$ cat src/rtl/alu_sequencer.sv
// -----------------------------------------------------------------------------
// alu_sequencer
//
// Runs one operation at a time through the external combinational ALU and
// owns the architectural HI/LO registers.
//
// Each request is latched into operand registers that drive the ALU inputs
// directly. The inputs are held stable for the opcode's settle time, the ALU
// result is captured, and the result is returned over a response handshake.
// mul/div results are also written to HI/LO. mfhi/mflo and non-executable
// opcodes are answered without going through the ALU.
//
// Handshake rules (both channels):
//   A transfer happens on the rising clk edge where valid && ready are both 1.
//   req_ready is 1 only in IDLE, and req_* are ignored in any other state.
//   rsp_valid is 1 only in RESP. rsp_* are held until the transfer, and
//   rsp_ready is ignored in any other state.
//   Neither valid depends combinationally on the opposite ready.
//
// Ports
//   clk, clr          clock (rising edge), asynchronous active-low reset
//   req_valid/ready   request handshake
//   req_opcode/a/b    ALU opcode and operands
//   req_branch        branch condition
//   alu_y/b/opcode    ALU operand and opcode drive (0 outside EXEC)
//   alu_branch        ALU branch_flag drive (0 outside EXEC)
//   alu_incpc         ALU IncPC, tied to 0
//   alu_c             ALU 64-bit result
//   rsp_valid/ready   response handshake
//   rsp_lo/hi/err     result words and the not-executable flag
//   hi_q, lo_q        architectural HI/LO contents
//   dbg_state         current FSM state (IDLE=0, EXEC=1, RESP=2)
// -----------------------------------------------------------------------------
module alu_sequencer #(
  parameter int unsigned MUL_CYCLES = 2,
  parameter int unsigned DIV_CYCLES = 4
) (
  input  logic        clk,
  input  logic        clr,
  input  logic        req_valid,
  output logic        req_ready,
  input  logic [4:0]  req_opcode,
  input  logic [31:0] req_a,
  input  logic [31:0] req_b,
  input  logic        req_branch,
  output logic [31:0] alu_y,
  output logic [31:0] alu_b,
  output logic [4:0]  alu_opcode,
  output logic        alu_branch,
  output logic        alu_incpc,
  input  logic [63:0] alu_c,
  output logic        rsp_valid,
  input  logic        rsp_ready,
  output logic [31:0] rsp_lo,
  output logic [31:0] rsp_hi,
  output logic        rsp_err,
  output logic [31:0] hi_q,
  output logic [31:0] lo_q,
  output logic [1:0]  dbg_state
);

  typedef enum logic [1:0] {
    IDLE = 2'd0,
    EXEC = 2'd1,
    RESP = 2'd2
  } state_t;

  typedef enum logic [2:0] {
    K_PLAIN,
    K_MUL,
    K_DIV,
    K_MFHI,
    K_MFLO,
    K_ERR
  } kind_t;

  localparam logic [4:0] OP_MUL  = 5'b01111;
  localparam logic [4:0] OP_DIV  = 5'b10000;
  localparam logic [4:0] OP_JR   = 5'b10100;
  localparam logic [4:0] OP_JAL  = 5'b10101;
  localparam logic [4:0] OP_IN   = 5'b10110;
  localparam logic [4:0] OP_OUT  = 5'b10111;
  localparam logic [4:0] OP_MFHI = 5'b11000;
  localparam logic [4:0] OP_MFLO = 5'b11001;

  // Control-flow and I/O opcodes, plus the unused encodings 11010..11111,
  // have no meaning for the ALU. They are answered with rsp_err.
  function automatic kind_t classify(input logic [4:0] op);
    kind_t k;
    k = K_PLAIN;
    case (op)
      OP_MUL:                      k = K_MUL;
      OP_DIV:                      k = K_DIV;
      OP_MFHI:                     k = K_MFHI;
      OP_MFLO:                     k = K_MFLO;
      OP_JR, OP_JAL, OP_IN, OP_OUT: k = K_ERR;
      default: begin
        if (op >= 5'b11010) k = K_ERR;
      end
    endcase
    return k;
  endfunction

  state_t     state;
  logic [3:0] cnt;
  kind_t      req_kind;
  logic       exec_muldiv;

  assign req_kind = classify(req_opcode);

  // During EXEC the latched opcode sits on alu_opcode. This tells us whether
  // the completing operation must also update HI/LO.
  assign exec_muldiv = (alu_opcode == OP_MUL) || (alu_opcode == OP_DIV);

  assign alu_incpc = 1'b0;
  assign dbg_state = state;

  always_ff @(posedge clk or negedge clr) begin
    if (!clr) begin
      state      <= IDLE;
      cnt        <= 4'd0;
      req_ready  <= 1'b1;
      alu_y      <= 32'd0;
      alu_b      <= 32'd0;
      alu_opcode <= 5'd0;
      alu_branch <= 1'b0;
      rsp_valid  <= 1'b0;
      rsp_lo     <= 32'd0;
      rsp_hi     <= 32'd0;
      rsp_err    <= 1'b0;
      hi_q       <= 32'd0;
      lo_q       <= 32'd0;
    end else begin
      case (state)
        IDLE: begin
          if (req_valid) begin
            req_ready <= 1'b0;
            rsp_hi    <= 32'd0;
            rsp_err   <= 1'b0;
            case (req_kind)
              K_MFHI: begin
                rsp_lo    <= hi_q;
                rsp_valid <= 1'b1;
                state     <= RESP;
              end
              K_MFLO: begin
                rsp_lo    <= lo_q;
                rsp_valid <= 1'b1;
                state     <= RESP;
              end
              K_ERR: begin
                rsp_lo    <= 32'd0;
                rsp_err   <= 1'b1;
                rsp_valid <= 1'b1;
                state     <= RESP;
              end
              default: begin
                // The operand registers are the ALU drive. They load here and
                // are cleared again when EXEC ends.
                alu_y      <= req_a;
                alu_b      <= req_b;
                alu_opcode <= req_opcode;
                alu_branch <= req_branch;
                if (req_kind == K_MUL)      cnt <= 4'(MUL_CYCLES);
                else if (req_kind == K_DIV) cnt <= 4'(DIV_CYCLES);
                else                        cnt <= 4'd0;
                state <= EXEC;
              end
            endcase
          end
        end

        EXEC: begin
          if (cnt != 4'd0) begin
            cnt <= cnt - 4'd1;
          end else begin
            rsp_lo    <= alu_c[31:0];
            rsp_hi    <= alu_c[63:32];
            rsp_err   <= 1'b0;
            rsp_valid <= 1'b1;
            if (exec_muldiv) begin
              hi_q <= alu_c[63:32];
              lo_q <= alu_c[31:0];
            end
            alu_y      <= 32'd0;
            alu_b      <= 32'd0;
            alu_opcode <= 5'd0;
            alu_branch <= 1'b0;
            state      <= RESP;
          end
        end

        RESP: begin
          // req_ready rises only after the response transfer. No new request
          // can be taken in the same cycle the result leaves.
          if (rsp_ready) begin
            rsp_valid <= 1'b0;
            req_ready <= 1'b1;
            state     <= IDLE;
          end
        end

        default: begin
          state     <= IDLE;
          req_ready <= 1'b1;
          rsp_valid <= 1'b0;
        end
      endcase
    end
  end

endmodule
$ cat config.mk
export PLATFORM = sky130hd
export DESIGN_NAME = alu_sequencer
export DESIGN_NICKNAME = d
export VERILOG_FILES = /design/src/rtl/alu_sequencer.sv
export SDC_FILE = /design/constraint.sdc
export NUM_CORES = 1
export LEC_CHECK = 0
export BUFFER_PORTS_ARGS = -buffer_cell sky130_fd_sc_hd__buf_2
export CAP_MARGIN = 0
export CELL_PAD_IN_SITES_DETAIL_PLACEMENT = 1
export CELL_PAD_IN_SITES_GLOBAL_PLACEMENT = 1
export CORE_ASPECT_RATIO = 0.9
export CORE_UTILIZATION = 37
export CTS_CLUSTER_DIAMETER = 120
export DETAILED_ROUTE_END_ITERATION = 8
export PLACE_DENSITY_LB_ADDON = 0.1
export SLEW_MARGIN = 20
export SYNTH_ARGS = -nofsm -noshare
export SYNTH_HDL_FRONTEND = slang
export SYNTH_SLANG_ARGS = --single-unit
export TNS_END_PERCENT = 20
$ cat constraint.sdc
create_clock -name clk -period 2.32 [get_ports clk]
set_clock_uncertainty 0.15 [all_clocks]
set_input_delay 0.464 -clock clk [delete_from_list [all_inputs] [get_ports clk]]
set_output_delay 0.464 -clock clk [all_outputs]
set_load 0.005 [all_outputs]
==> reports/metrics.yaml <==
outcome:
  status: "complete, no violations"
power:
  comb_power_share: 0.377
  p_sw_frac: 0.3387
  p_int_mw: 11.16
  clkPwrFrac: 0.237
  cellLeakagePower_nw: 6.081
  total_power_mw: 16.88
  pwr-share-seq: 0.385
  power_density_mw_per_mm2: 1449
  p_switching_mw: 5.718
  vdd_drop_max_v: 0.0006261
clock_tree:
  cts.sinks: 207
  cts_setup_buffers: 0
  clk_latency_ps: 510
  cts_inserted_buffers: 24
  cts-root-buf: "clkbuf_16"
  htree_levels: 1
  cts_tree: "built"
  cts_buffer_depth: 3
  cts.clk_slew.worst_paths_ps: 60
synthesis:
  ys.flop_type: "dfrtp_1"
  synth-seq-cells: 207
  avgSynthCellArea_um2: 12.62
  netlist_area_mm2: 0.008569
  synth-edff-count: 0
  synthTopCellsByCount: "dfrtp_1, nand2_1, a22o_1"
  netlist_instances: 679
  synth.most_common_cell: "dfrtp_1"
  yosys_warnings: 0
  yosys.area.top_type_share: 0.6015
  yosysTopAreaCell: "dfrtp_1"
  ys_seq_area_frac: 0.6046
  synth_fp_nets: 818
  synth-async-reset-ratio: 1.000
  synth.area.top_cells: "dfrtp_1, mux2_4, a22o_1, nand2_1, a221oi_1"
  synth_cell_types: 43
routing:
  route.detailed.drc: 0
  via_per_inst: 5.162
  avgRoutedWirePerCell_um: 20.01
  first_pass_iters: 4
  drt-initial-drc-count: 421
  drt-total-wl_um: 26740
  detail-route-antenna-nets: 0
  via_count: 6897
worst_setup_path:
  critPathRequiredTime_ps: 2560
  worstSetupEndpointType: "flip-flop"
  cpMaxStageDelayCell: "dfrtp_1"
  start_kind: "flip-flop"
  crit_chain: "inv_1 -> ha_1 -> or3b_1 -> nor2_2 -> nand2_4 -> buf_12 -> mux2_4"
  arrival_ps: 2450
  critical_path_class: "reg2reg"
  worstPathMaxFanout: 50
  critPathMaxStageDelay_ps: 410
  timing.reg2reg.setup_slack_ps: 110
die:
  io_pins: 342
  design.core.area_mm2: 0.02258
  die_w_um: 162.4
  fp.dieArea_mm2: 0.02377
  start_util: 0.3796
  die_h_um: 146.4
  rows: 52
global_route:
  grt_overflow_total: 0
  grt_max_degree: 64
  antenna_found_initial: 3
  grtUsageTotal: 0.2245
  grt_pass1_wl_um: 41900
  grt_pass1_vias: 7160
sta:
  worst_pin_slew_ps: 515.7
  slew_violations: 0
  hold_viol_final: 0
  post-route-period-util: 0.9512
  max_freq_ghz: 0.4531
  maxSlewHeadroom: 0.6515
  setup-tns-final_ps: 0
  rsz0062_at_grt: "false"
  min_period_ps: 2207
  setup_violations: 0
placement:
  gp_congestion: 0.7693
  dp.final_hpwl_um: 18730
  portBuffers: 340
final_layout:
  fin_nets: 1157
  drive_above_1_share: 0.4653
  syn_to_final_growth_pct: 35.90
flow_run:
  cap_violations: 0
min_path:
  min_path_type: "in2reg"
==> metal layers <==
layer	vias to the layer above	wire, um	global-route usage
li1	3155	-	-
met1	3466	11390	0.3007
met2	228	12820	0.3573
met5	-	10	0
met3	46	1934	0.06108
met4	2	582	0.06132
==> critical path, delay by kind of cell, from the launching register on <==
kind / cells / cell delay (ps)
and+or+nand+nor: 3 / 670
buffers and inverters: 2 / 280
DFF: 1 / 410
adders and majority gates: 1 / 150
muxes: 1 / 360
==> flip-flops by register name (all words and copies together) (netlist names) <==
signal / flops
hi_q: 32
alu_branch: 1
rsp_lo: 32
req_ready: 1
cnt: 4
rsp_err: 1
lo_q: 32
rsp_valid: 1
alu_y: 32
rsp_hi: 32
alu_b: 32
dbg_state: 2
alu_opcode: 5
==> timing repair <==
item                                    in CTS  in global routing
gates resized for setup                      0                  1
hold buffers                                 1                  0
endpoints found under the setup margin       0                  1
hold endpoints to repair                    35                  0
==> cells by family (layout without fill, tap and decap cells) <==
kind of cell	after synthesis	count (layout)	synth area share
adders and majority gates	1	1	0.001460
AOI/OAI and AO/OA	185	185	0.1659
muxes	68	68	0.1167
buffers and inverters	57	414	0.03256
and+or+nand+nor	160	160	0.07841
other	1	4	0.0004376
DFF	207	207	0.6046
==> placed cells by master, fill, tap and decap left out, types with 2 or more instances in the layout <==
cell and n:
o31ai_1 32, a21oi_1 6, mux2_2 5, diode_2 3, inv_1 3, bufinv_16 3, nor2_1 37, clkbuf_8 8
a22o_1 70, nand2b_1 2, clkinv_2 3, buf_12 11, o22a_1 2, a221oi_1 32, o21ai_0 34, mux2i_1 2
o21a_1 2, dfrtp_1 206, clkbuf_1 5, nor2b_1 2, clkbuf_16 25, buf_4 15, nand2_1 100, mux2_4 60
buf_2 339, nand3_1 4
==> power groups by stage <==
| stage | registers (mW) | clock network [mW] | logic (mW) |
|---|---|---|---|
| floorplan | 6.50 | 0 | 3.16 |
| global placement | 6.47 | 0 | 6.31 |
| detailed placement | 6.52 | 0 | 6.45 |
| CTS | 6.51 | 4.11 | 6.48 |
| global route | 6.72 | 4.26 | 7.01 |
| finish | 6.50 | 4.01 | 6.37 |
==> path summary, 6_finish.rpt <==
check | startpoint | to | cells past startpoint
hold / removal | req_a[31] | alu_y[31] | 2
hold reg to reg | rsp_hi[25] | rsp_hi[25] | 2
setup / recovery | cnt[0] | hi_q[7] | 7
max in group asynchronous | clr | alu_y[17] | 3
min in group asynchronous | clr | rsp_hi[27] | 2
setup reg to reg | cnt[0] | hi_q[7] | 7
==> final cells by class <==
| class | instances | area (um2) |
|---|---|---|
| fill | 2477 | 10930 |
| sequential | 207 | 5181 |
| multi-input combinational | 415 | 3168 |
| timing repair buffer | 367 | 2053 |
| clock buffer | 37 | 740.7 |
| tap | 297 | 371.6 |
| clock inverter | 7 | 112.6 |
| inverter | 3 | 11.26 |
| antenna | 3 | 7.507 |
==> metrics by stage <==
stage | cells | hold slack (ps) | instance area [um2] | util | worst slack [ps]
floorplan | 679 | 18.41 | 8569 | - | 261.6
global placement | 1288 | 264.6 | 10760 | 0.4768 | 183.2
detailed placement | 1288 | 264.2 | 10760 | 0.4768 | 120.3
CTS | 1333 | 5.098 | 11630 | 0.5150 | 101.2
global route | 1335 | 13.83 | 11640 | 0.5157 | 31.62
finish | 1336 | 24.00 | 11650 | 0.5159 | 113.2
(Power assumes the default switching activity.)
